**config.mk**
```make
export PLATFORM = sky130hd
export DESIGN_NAME = uart_rx_assemble
export DESIGN_NICKNAME = d
export VERILOG_FILES = /design/src/rtl/uart_rx_pkg.sv /design/src/rtl/uart_rx_bit_sampler.sv /design/src/rtl/uart_rx_assemble.sv
export SDC_FILE = /design/constraint.sdc
export NUM_CORES = 1
export LEC_CHECK = 0
export CAP_MARGIN = 20
export CELL_PAD_IN_SITES_DETAIL_PLACEMENT = 2
export CELL_PAD_IN_SITES_GLOBAL_PLACEMENT = 2
export CORE_ASPECT_RATIO = 0.8
export CORE_MARGIN = 4
export CORE_UTILIZATION = 33
export CTS_CLUSTER_SIZE = 28
export DETAILED_ROUTE_END_ITERATION = 7
export PLACE_DENSITY_LB_ADDON = 0.08
export SLEW_MARGIN = 20
export SYNTH_ARGS = -nofsm -noshare
export SYNTH_HDL_FRONTEND = slang
export SYNTH_HIERARCHICAL = 1
export SYNTH_SLANG_ARGS = --single-unit
```
**constraint.sdc**
```tcl
create_clock -name i_clk -period 2.5 [get_ports i_clk]
set_clock_uncertainty 0.15 [all_clocks]
set_input_delay 0.375 -clock i_clk [delete_from_list [all_inputs] [get_ports i_clk]]
set_output_delay 0.375 -clock i_clk [all_outputs]
set_load 0.02 [all_outputs]
```
**src/rtl/uart_rx_pkg.sv**
```systemverilog
`default_nettype none
// ============================================================================
// Module      : uart_rx_pkg
// Description : Shared defaults, FSM encodings and helpers for the serial
//               word receiver (uart_rx_assemble / uart_rx_bit_sampler).
// Revision    : 1.0 - initial release
// ============================================================================
package uart_rx_pkg;

    // Default build parameters
    localparam int unsigned c_clk_div   = 16;            // clocks per bit
    localparam logic [31:0] c_sync_word = 32'hA5A5_5A5A; // alignment pattern
    localparam int unsigned c_idle_w    = 18;            // idle counter width

    // Alignment FSM encoding
    localparam logic [0:0] c_st_hunt   = 1'b0;
    localparam logic [0:0] c_st_locked = 1'b1;

    // 2-of-3 majority vote
    function automatic logic maj3(input logic a, input logic b, input logic c);
        return (a & b) | (a & c) | (b & c);
    endfunction

endpackage
`default_nettype wire

```
**src/rtl/uart_rx_bit_sampler.sv**
```systemverilog
`default_nettype none
// ============================================================================
// Module      : uart_rx_bit_sampler
// Description : Bit-timing recovery for an unframed, MSB-first serial line.
//               2-flop synchronizer plus a third stage for edge detection,
//               a phase counter re-zeroed on every line transition, a mid-bit
//               sample strobe and a saturating idle counter.
//               Optional macro UART_RX_MAJORITY_EN: 3-sample majority vote
//               around mid-bit, strobe moved two phases later.
// Revision    : 1.0 - initial release
// Ports       : i_clk      - clock
//               i_rst      - asynchronous active-high reset
//               i_rxd      - raw serial line (asynchronous, idles high)
//               o_bit      - sampled bit, valid with o_strobe
//               o_strobe   - one-cycle sample strobe
//               o_idle_sat - idle counter saturated (no transition seen)
// ============================================================================
module uart_rx_bit_sampler
    import uart_rx_pkg::*;
#(
    parameter int unsigned CLK_DIV = c_clk_div,
    parameter int unsigned IDLE_W  = c_idle_w
) (
    input  logic i_clk,
    input  logic i_rst,
    input  logic i_rxd,
    output logic o_bit,
    output logic o_strobe,
    output logic o_idle_sat
);

    localparam int unsigned       c_ph_w    = $clog2(CLK_DIV);
    localparam logic [c_ph_w-1:0] c_ph_last = c_ph_w'(CLK_DIV - 1);
    localparam logic [c_ph_w-1:0] c_ph_mid  = c_ph_w'(CLK_DIV / 2 - 1);

    logic              r_s1;
    logic              r_s2;
    logic              r_s3;
    logic [c_ph_w-1:0] r_phase;
    logic [IDLE_W-1:0] r_idle_cnt;
    logic              w_edge;
    logic              w_phase_clr;

    // Synchronizer stages reset to the idle level so reset release is not
    // mistaken for a line transition.
    always_ff @(posedge i_clk or posedge i_rst) begin
        if (i_rst) begin
            r_s1 <= 1'b1;
            r_s2 <= 1'b1;
            r_s3 <= 1'b1;
        end else begin
            r_s1 <= i_rxd;
            r_s2 <= r_s1;
            r_s3 <= r_s2;
        end
    end

    assign w_edge = r_s2 ^ r_s3;

    always_ff @(posedge i_clk or posedge i_rst) begin
        if (i_rst) begin
            r_phase <= '0;
        end else if (w_phase_clr || (r_phase == c_ph_last)) begin
            r_phase <= '0;
        end else begin
            r_phase <= r_phase + c_ph_w'(1);
        end
    end

    // Starts saturated so the line reads as inactive until it first toggles.
    always_ff @(posedge i_clk or posedge i_rst) begin
        if (i_rst) begin
            r_idle_cnt <= '1;
        end else if (w_edge) begin
            r_idle_cnt <= '0;
        end else if (!(&r_idle_cnt)) begin
            r_idle_cnt <= r_idle_cnt + IDLE_W'(1);
        end
    end

    assign o_idle_sat = &r_idle_cnt;

`ifdef UART_RX_MAJORITY_EN
    localparam logic [c_ph_w-1:0] c_ph_v1  = c_ph_w'(CLK_DIV / 2);
    localparam logic [c_ph_w-1:0] c_ph_stb = c_ph_w'(CLK_DIV / 2 + 1);

    logic r_v0;
    logic r_v1;
    logic r_synced;
    logic w_in_window;

    // Once bit timing has been acquired, a transition inside the voting
    // window is a glitch, not a bit boundary: real boundaries land where the
    // phase wraps. Until the first accepted edge (or after a long idle) any
    // transition re-times the counter so acquisition cannot get stuck.
    assign w_in_window = (r_phase >= c_ph_mid) && (r_phase <= c_ph_stb);
    assign w_phase_clr = w_edge && !(r_synced && w_in_window);

    always_ff @(posedge i_clk or posedge i_rst) begin
        if (i_rst) begin
            r_v0     <= 1'b1;
            r_v1     <= 1'b1;
            r_synced <= 1'b0;
        end else begin
            if (r_phase == c_ph_mid) begin
                r_v0 <= r_s3;
            end
            if (r_phase == c_ph_v1) begin
                r_v1 <= r_s3;
            end
            if (w_phase_clr) begin
                r_synced <= 1'b1;
            end else if (o_idle_sat) begin
                r_synced <= 1'b0;
            end
        end
    end

    assign o_strobe = (r_phase == c_ph_stb);
    assign o_bit    = maj3(r_v0, r_v1, r_s3);
`else
    assign w_phase_clr = w_edge;
    assign o_strobe    = (r_phase == c_ph_mid);
    assign o_bit       = r_s3;
`endif

endmodule
`default_nettype wire

```
**src/rtl/uart_rx_assemble.sv**
```systemverilog
`default_nettype none
// ============================================================================
// Module      : uart_rx_assemble
// Description : Receives a continuous stream of unframed 32-bit words,
//               aligns on SYNC_WORD and writes each following word into a
//               downstream FIFO (drop-and-flag when the FIFO is full).
//               Optional macro UART_RX_MAJORITY_EN selects 3-sample majority
//               bit recovery (write strobe 2 cycles later).
// Revision    : 1.0 - initial release
// Ports       : i_clk         - clock, rising edge
//               i_rst         - asynchronous active-high reset
//               i_uart_rxd    - serial line, idles high
//               i_fifo_full   - downstream FIFO full
//               o_data        - assembled word, valid with o_fifo_wr_en
//               o_fifo_wr_en  - one-cycle write strobe
//               o_locked      - aligned to the word stream
//               o_line_active - line has toggled within the idle window
//               o_overflow    - sticky: a word was dropped (FIFO full)
// ============================================================================
module uart_rx_assemble
    import uart_rx_pkg::*;
#(
    parameter int unsigned CLK_DIV   = c_clk_div,
    parameter logic [31:0] SYNC_WORD = c_sync_word,
    parameter int unsigned IDLE_W    = c_idle_w
) (
    input  logic        i_clk,
    input  logic        i_rst,
    input  logic        i_uart_rxd,
    input  logic        i_fifo_full,
    output logic [31:0] o_data,
    output logic        o_fifo_wr_en,
    output logic        o_locked,
    output logic        o_line_active,
    output logic        o_overflow
);

    logic        w_bit;
    logic        w_strobe;
    logic        w_idle_sat;
    logic [31:0] w_shift_next;

    logic [0:0]  r_state;
    logic [31:0] r_shift;
    logic [4:0]  r_bit_cnt;
    logic [31:0] r_data;
    logic        r_wr_en;
    logic        r_overflow;

    uart_rx_bit_sampler #(
        .CLK_DIV (CLK_DIV),
        .IDLE_W  (IDLE_W)
    ) u_sampler (
        .i_clk      (i_clk),
        .i_rst      (i_rst),
        .i_rxd      (i_uart_rxd),
        .o_bit      (w_bit),
        .o_strobe   (w_strobe),
        .o_idle_sat (w_idle_sat)
    );

    assign w_shift_next = {r_shift[30:0], w_bit};

    always_ff @(posedge i_clk or posedge i_rst) begin
        if (i_rst) begin
            r_state    <= c_st_hunt;
            r_shift    <= '1;
            r_bit_cnt  <= '0;
            r_data     <= '0;
            r_wr_en    <= 1'b0;
            r_overflow <= 1'b0;
        end else begin
            r_wr_en <= 1'b0;
            if (w_strobe) begin
                r_shift <= w_shift_next;
            end
            case (r_state)
                c_st_hunt: begin
                    r_bit_cnt <= '0;
                    if (w_strobe && (w_shift_next == SYNC_WORD)) begin
                        r_state <= c_st_locked;
                    end
                end
                c_st_locked: begin
                    if (w_strobe) begin
                        r_bit_cnt <= r_bit_cnt + 5'd1;
                        // 32nd bit of the word: publish or drop it
                        if (r_bit_cnt == 5'd31) begin
                            if (!i_fifo_full) begin
                                r_data  <= w_shift_next;
                                r_wr_en <= 1'b1;
                            end else begin
                                r_overflow <= 1'b1;
                            end
                        end
                    end
                    // Loss of activity: abandon the partial word. A word
                    // completing in this same cycle is still written above.
                    if (w_idle_sat) begin
                        r_state   <= c_st_hunt;
                        r_bit_cnt <= '0;
                    end
                end
                default: begin
                    r_state   <= c_st_hunt;
                    r_bit_cnt <= '0;
                end
            endcase
        end
    end

    assign o_data        = r_data;
    assign o_fifo_wr_en  = r_wr_en;
    assign o_locked      = (r_state == c_st_locked);
    assign o_line_active = ~w_idle_sat;
    assign o_overflow    = r_overflow;

endmodule
`default_nettype wire

```
## Yosys cells after proc, flatten, opt, wreduce, memory -nomap -nowiden

Index checks and enable logic that the tools add are counted.

| word-level totals | value |
|---|---|
| input bits | 4 |
| flip-flop bits (word level) | 96 |

| cells by class | value |
|---|---|
| muxes and demuxes | 13 |
| add/subtract/negate cells | 3 |
| equal/unequal tests | 6 |
| bitwise operators | 4 |
| reduce and logical (&&, ||, !) cells | 5 |

Operators with widths:

| operator | count |
|---|---|
| 18-bit 2-to-1 mux | 2 |
| 32-bit equality test, second input constant | 1 |
| 18-bit by 1-bit adder with 18-bit output, second input constant | 1 |
| 18-bit AND reduction | 1 |
| 5-bit 2-to-1 mux | 2 |
| 5-bit case mux with 2 select lines | 1 |
| 4-bit AND reduction | 2 |
| 1-bit 2-to-1 mux | 6 |
| 5-bit by 1-bit adder with 5-bit output, second input constant | 1 |
| 5-bit equality test, second input constant | 1 |
| 4-bit by 1-bit adder with 4-bit output, second input constant | 1 |
| 4-bit by 3-bit equality test with 1-bit output, second input constant | 1 |
| 4-bit equality test, second input constant | 1 |
| 4-bit 2-to-1 mux | 1 |
| 3-bit inequality test, second input constant | 1 |
| 1-bit NOT | 3 |
| 2-bit by 1-bit inequality test with 1-bit output, second input constant | 1 |
| 1-bit case mux with 2 select lines | 1 |
| 1-bit logical AND | 1 |
| 1-bit logical OR | 1 |
| 1-bit XOR | 1 |

## Logic depth before layout (Yosys ltp)

Gate-level depths: netlist (run 1).

| logic depth | value |
|---|---|
| word-level depth | 4 |
| depth in mapped cells | 9 |
| mapped depth without buffers | 8 |

## Hierarchy

The synthesis (run 1) kept the hierarchy.

By module, submodules not included:

| module | cells an instance | times used | area an instance (um^2) |
|---|---|---|---|
| uart_rx_assemble | 175 | 1 | 2952.8 |
| uart_rx_bit_sampler | 126 | 1 | 1273.7 |

## Worst setup path before layout (run 1)

No wires, ideal clock.

| path | value |
|---|---|
| kind | register to register |
| from | reg u_sampler.r_idle_cnt[0] |
| to | reg r_state (netlist: o_locked) |
| library setup time | 0.131 ns |
| cell stages (with the launch flop) | 10 |
| clock period less this slack | 2.224 ns |
| arrival time | 1.943 ns |
| path slack | 0.276 ns |
| required time | 2.219 ns |
| path buffers | 1 |
| cell sequence | dfstp_2 -> ha_1 -> nand4_2 -> nor3_1 -> nand2_1 -> clkbuf_1 -> inv_1 -> inv_1 -> nand2_1 -> o41ai_1 |

| on the way | value |
|---|---|
| longest elaborated chain between the ends | 3 |

Ends and longest elaborated chain:

| item | line | source |
|---|---|---|
| from (decl) | uart_rx_bit_sampler.sv:40 | `logic [IDLE_W-1:0] r_idle_cnt;` |
| from (signal assigned) | uart_rx_bit_sampler.sv:77 | `r_idle_cnt <= r_idle_cnt + IDLE_W'(1);` |
| 18-bit AND reduction | uart_rx_bit_sampler.sv:81 | `assign o_idle_sat = &r_idle_cnt;` |
| via w_idle_sat | uart_rx_assemble.sv:40 | `logic w_idle_sat;` |
| 1-bit 2-to-1 mux | uart_rx_assemble.sv:99 | `if (w_idle_sat) begin` |
| 1-bit case mux with 2 select lines | uart_rx_assemble.sv:77 | `case (r_state)` |
| to (signal assigned) | uart_rx_assemble.sv:81 | `r_state <= c_st_locked;` |
| to (signal assigned) | uart_rx_assemble.sv:100 | `r_state <= c_st_hunt;` |
| to (signal assigned) | uart_rx_assemble.sv:105 | `r_state <= c_st_hunt;` |
| to (decl) | uart_rx_assemble.sv:43 | `logic [0:0] r_state;` |

The timed path passes the listed nets, and every way through them passes these cells.
A chain may end at the register's enable or synchronous reset.

## Worst setup path after layout (run 1)

| path | value |
|---|---|
| from | reg u_sampler.r_idle_cnt[0] |
| to | reg u_sampler.r_idle_cnt[16] |

| on the way | value |
|---|---|
| longest elaborated chain between the ends | 3 |
| elaborated cells on any way between the ends | 5 |

Ends and longest elaborated chain:

| item | line | source |
|---|---|---|
| 18-bit by 1-bit adder with 18-bit output | uart_rx_bit_sampler.sv:77 |  |
| 18-bit 2-to-1 mux | uart_rx_bit_sampler.sv:76 | `end else if (!(&r_idle_cnt)) begin` |
| 18-bit 2-to-1 mux | uart_rx_bit_sampler.sv:74 | `end else if (w_edge) begin` |

Several ways; a longest one is shown, not always the timed one. The select of a mux whose other input is x is not followed.

==> flow_metrics.py, run 1 <==
metrics = {
    "timing": {
        "final.min_clock_period_ps": 2310,
        "rsz0062_at_grt": "false",
        "post-route-period-util": 0.924,
        "setup_tns_ps": 0,
        "finalHoldViolations": 0,
        "drv_slew": 0,
        "whs_ps": 206,
        "slew_headroom": 0.529,
        "worst_pin_slew_ps": 701,
        "setup_violations": 0,
        "fmax_mhz": 433,
        "worst_slack_ps": 191,
    },
    "critical_path": {
        "worst_ep_arrival_time_ps": 2430,
        "path_common_cell": "or3_1",
        "crit_family": "simple AND/OR/NAND/NOR gates",
        "worst-path-buf-inv": 1,
        "startpoint_type": "flip-flop",
        "cpPeakStageDelay_ps": 530,
        "crit_type": "reg -> reg",
        "cp_cell_sequence": "ha_1 -> nand4_2 -> buf_4 -> or3_1 -> or3_1 -> a21oi_1",
        "cp_slowest_cell": "dfstp_2",
        "end_kind": "flip-flop",
        "critPathMaxFanout": 8,
        "required_ps": 2620,
    },
    "place": {
        "pre_cts_ws_ps": 102,
        "hpwl_mm": 6.89,
        "gp_congestion": 0.792,
        "placed_cells": 520,
        "io_buffers": 39,
    },
    "cts": {
        "cts.clk_slew.worst_paths_ps": 70,
        "cts_tree": "built",
        "cts.sinks": 96,
        "cts_max_path_buffers": 2,
        "htreeDepth": 3,
        "post-cts-setup-buffer-count": 0,
        "cts_buffers": 9,
        "cts_hold_buffers": 0,
        "clock-root-buffer": "clkbuf_16",
        "clock_latency_ps": 340,
    },
    "route": {
        "ant_nets": 0,
        "drt_wl_total_mm": 9.62,
        "wl_per_cell_um": 17.9,
        "vias": 2624,
        "drc_errors": 0,
        "drt-initial-drc-count": 68,
        "drtPass1Iterations": 4,
        "via_per_inst": 4.90,
    },
    "logic_synthesis": {
        "synth_top_cell_area_share": 0.323,
        "synth_seq_cells": 96,
        "async_flop_share": 1.00,
        "synth_warnings": 6,
        "syn_avg_cell_area_um2": 14.0,
        "netlist_top_cells_count": "52 x dfstp_2, 44 x dfrtp_1, 34 x mux2_2",
        "postSynthNetCount": 309,
        "synth_area_um2": 4230,
        "synth.area.top_cells": "dfstp_2 32%, dfrtp_1 26%, mux2_4 10%",
        "synth_edf_count": 0,
        "dominantRegCellSynth": "dfstp_2",
        "syn-instance-count": 301,
        "yosysTopAreaCell": "dfstp_2",
        "synth.most_common_cell": "dfstp_2",
        "yosysSeqAreaShare": 0.584,
        "synth_cell_types": 46,
    },
    "die": {
        "num_rows": 36,
        "pin_count": 40,
        "die_h_um": 109,
        "core_area_um2": 12300,
        "dieArea_um2": 14700,
        "initial_core_util": 0.342,
        "die_w_um": 135,
    },
    "cells_and_area": {
        "fillers": 1231,
        "diodes": 0,
        "fin_nets": 368,
        "layout-drive-gt1-share": 0.452,
        "fin_cells": 536,
        "area_delta_synth_final_pct": 24.0,
    },
    "power": {
        "pwr_density_cell_nw_per_um2": 617,
        "max-vdd-ir-drop_mv": 0.304,
        "p_leak_nw": 2.31,
    },
    "global_routing": {
        "grt_max_degree": 55,
        "antenna_found_initial": 0,
        "grt-ovfl-total": 0,
        "grt_pass1_wl_mm": 16.4,
        "grt_usage": 0.144,
        "grt_pass1_vias": 2927,
    },
    "worst_hold_path": {
        "hp-class": "reg -> reg",
    },
    "run_status": {
        "status": "completed",
    },
    "run": {
        "drv_cap": 0,
    },
}
## path summary, 6_finish.rpt
check | slack (ps) | cells past startpoint | start | endpoint
setup / recovery | 190 | 6 | u_sampler/r_idle_cnt[0] | u_sampler/r_idle_cnt[16]
hold / removal | 210 | 0 | u_sampler/r_s1 | u_sampler/r_s2
setup reg to reg | 190 | 6 | u_sampler/r_idle_cnt[0] | u_sampler/r_idle_cnt[16]
hold reg to reg | 210 | 0 | u_sampler/r_s1 | u_sampler/r_s2
max in group asynchronous | 1310 | 3 | i_rst | r_shift[22]
min in group asynchronous | 220 | 2 | i_rst | o_fifo_wr_en
## power by group
part / internal, mW / switching [mW] / total [mW] / leakage, nW
logic: 0.0516 / 0.0799 / 0.132 / 1.00
clock network: 0.878 / 0.602 / 1.48 / 0.156
registers: 1.59 / 0.0275 / 1.62 / 1.15
total: 2.52 / 0.710 / 3.23 / 2.31
## area by class of cell
cell class              instances  area, µm²  area share
clock buffers                   9        225      0.0430
clock inverters                 7       95.1      0.0181
inverters                       8       30.0     0.00573
multi-input cells             187       1670       0.318
flip-flops and latches         96       2470       0.471
well taps                     171        214      0.0408
repair buffers                 58        541       0.103
## layout by cell type (no fill, tap or decap), types with 2 or more instances in the layout
| cell | Yosys | routed |
|---|---|---|
| dfstp_2 | 52 | 52 |
| o31ai_1 | 2 | 2 |
| buf_4 | 3 | 18 |
| mux2_4 | 29 | 29 |
| bufinv_16 | 0 | 2 |
| clkbuf_16 | 0 | 9 |
| or3_1 | 2 | 2 |
| and4_2 | 2 | 2 |
| or4_1 | 3 | 3 |
| a31oi_1 | 6 | 6 |
| mux2_2 | 34 | 34 |
| or2_2 | 2 | 2 |
| and3_1 | 3 | 3 |
| nor4b_1 | 3 | 3 |
| nor2_1 | 13 | 12 |
| xnor2_1 | 5 | 5 |
| mux2i_1 | 2 | 2 |
| xor2_1 | 6 | 6 |
| nand2_1 | 14 | 14 |
| dfrtp_1 | 44 | 44 |
| and4bb_2 | 2 | 2 |
| nand4_1 | 6 | 6 |
| a21oi_1 | 10 | 10 |
| clkinv_2 | 0 | 2 |
| inv_1 | 8 | 7 |
| o41ai_1 | 2 | 2 |
| o21ai_0 | 2 | 2 |
| nand3_1 | 9 | 9 |
| nor3_1 | 10 | 9 |
| ha_1 | 4 | 4 |
| clkdlybuf4s50_1 | 0 | 38 |
| o211ai_1 | 2 | 2 |
## repair_timing
item	in CTS	in global routing
pin swaps	1	0
gates resized for setup	3	1
endpoints found under the setup margin	1	1
## logic make-up after synthesis
kind of cell	Yosys count	share of synthesized area
xor+xnor	11	0.0228
fa+ha+maj	4	0.0118
buf+inv	18	0.0246
simple gates	75	0.107
compound gates	32	0.0512
mux	65	0.198
flops	96	0.584
## through the flow
step           power, mW  utilization  area [µm²]
5_1_grt             3.38        0.425        5240
3_3_place_gp        1.78        0.399        4920
6_report            3.23        0.425        5240
2_1_floorplan       1.72            -        4230
4_1_cts             3.29        0.425        5250
3_5_place_dp        1.78        0.399        4920
## registers in the layout, summed over array words and instances (netlist names)
signal                count
u_sampler/r_s1            1
o_overflow                1
o_fifo_wr_en              1
r_shift                  31
o_data                   32
u_sampler/r_phase         4
u_sampler/r_idle_cnt     18
u_sampler/r_s2            1
r_bit_cnt                 5
u_sampler/o_bit           1
o_locked                  1
## worst reg2reg max path, stage by stage (launching register included)
cell     delay [ps]
dfstp_2         530
ha_1            180
nand4_2         140
buf_4           190
or3_1           520
or3_1           370
a21oi_1         170
## metal layers
layer	share of wire	global-route usage	vias to the layer above
met5	0	0	-
met4	0.013	0.0436	0
met3	0.033	0.0387	10
met2	0.43	0.214	34
met1	0.53	0.206	1366
li1	-	-	1214
Note: power is estimated with default switching activity, not from simulation.
==> run 2, diff against run 1 <==
--- a/config.mk
+++ b/config.mk
@@ -5,6 +5,7 @@
 export SDC_FILE = /design/constraint.sdc
 export NUM_CORES = 1
 export LEC_CHECK = 0
+export ABC_CLOCK_PERIOD_IN_PS = 2500
 export CAP_MARGIN = 20
 export CELL_PAD_IN_SITES_DETAIL_PLACEMENT = 2
 export CELL_PAD_IN_SITES_GLOBAL_PLACEMENT = 2
==> results of run 2 <==
Final layout, timing and power as in run 1 (identical DEF).
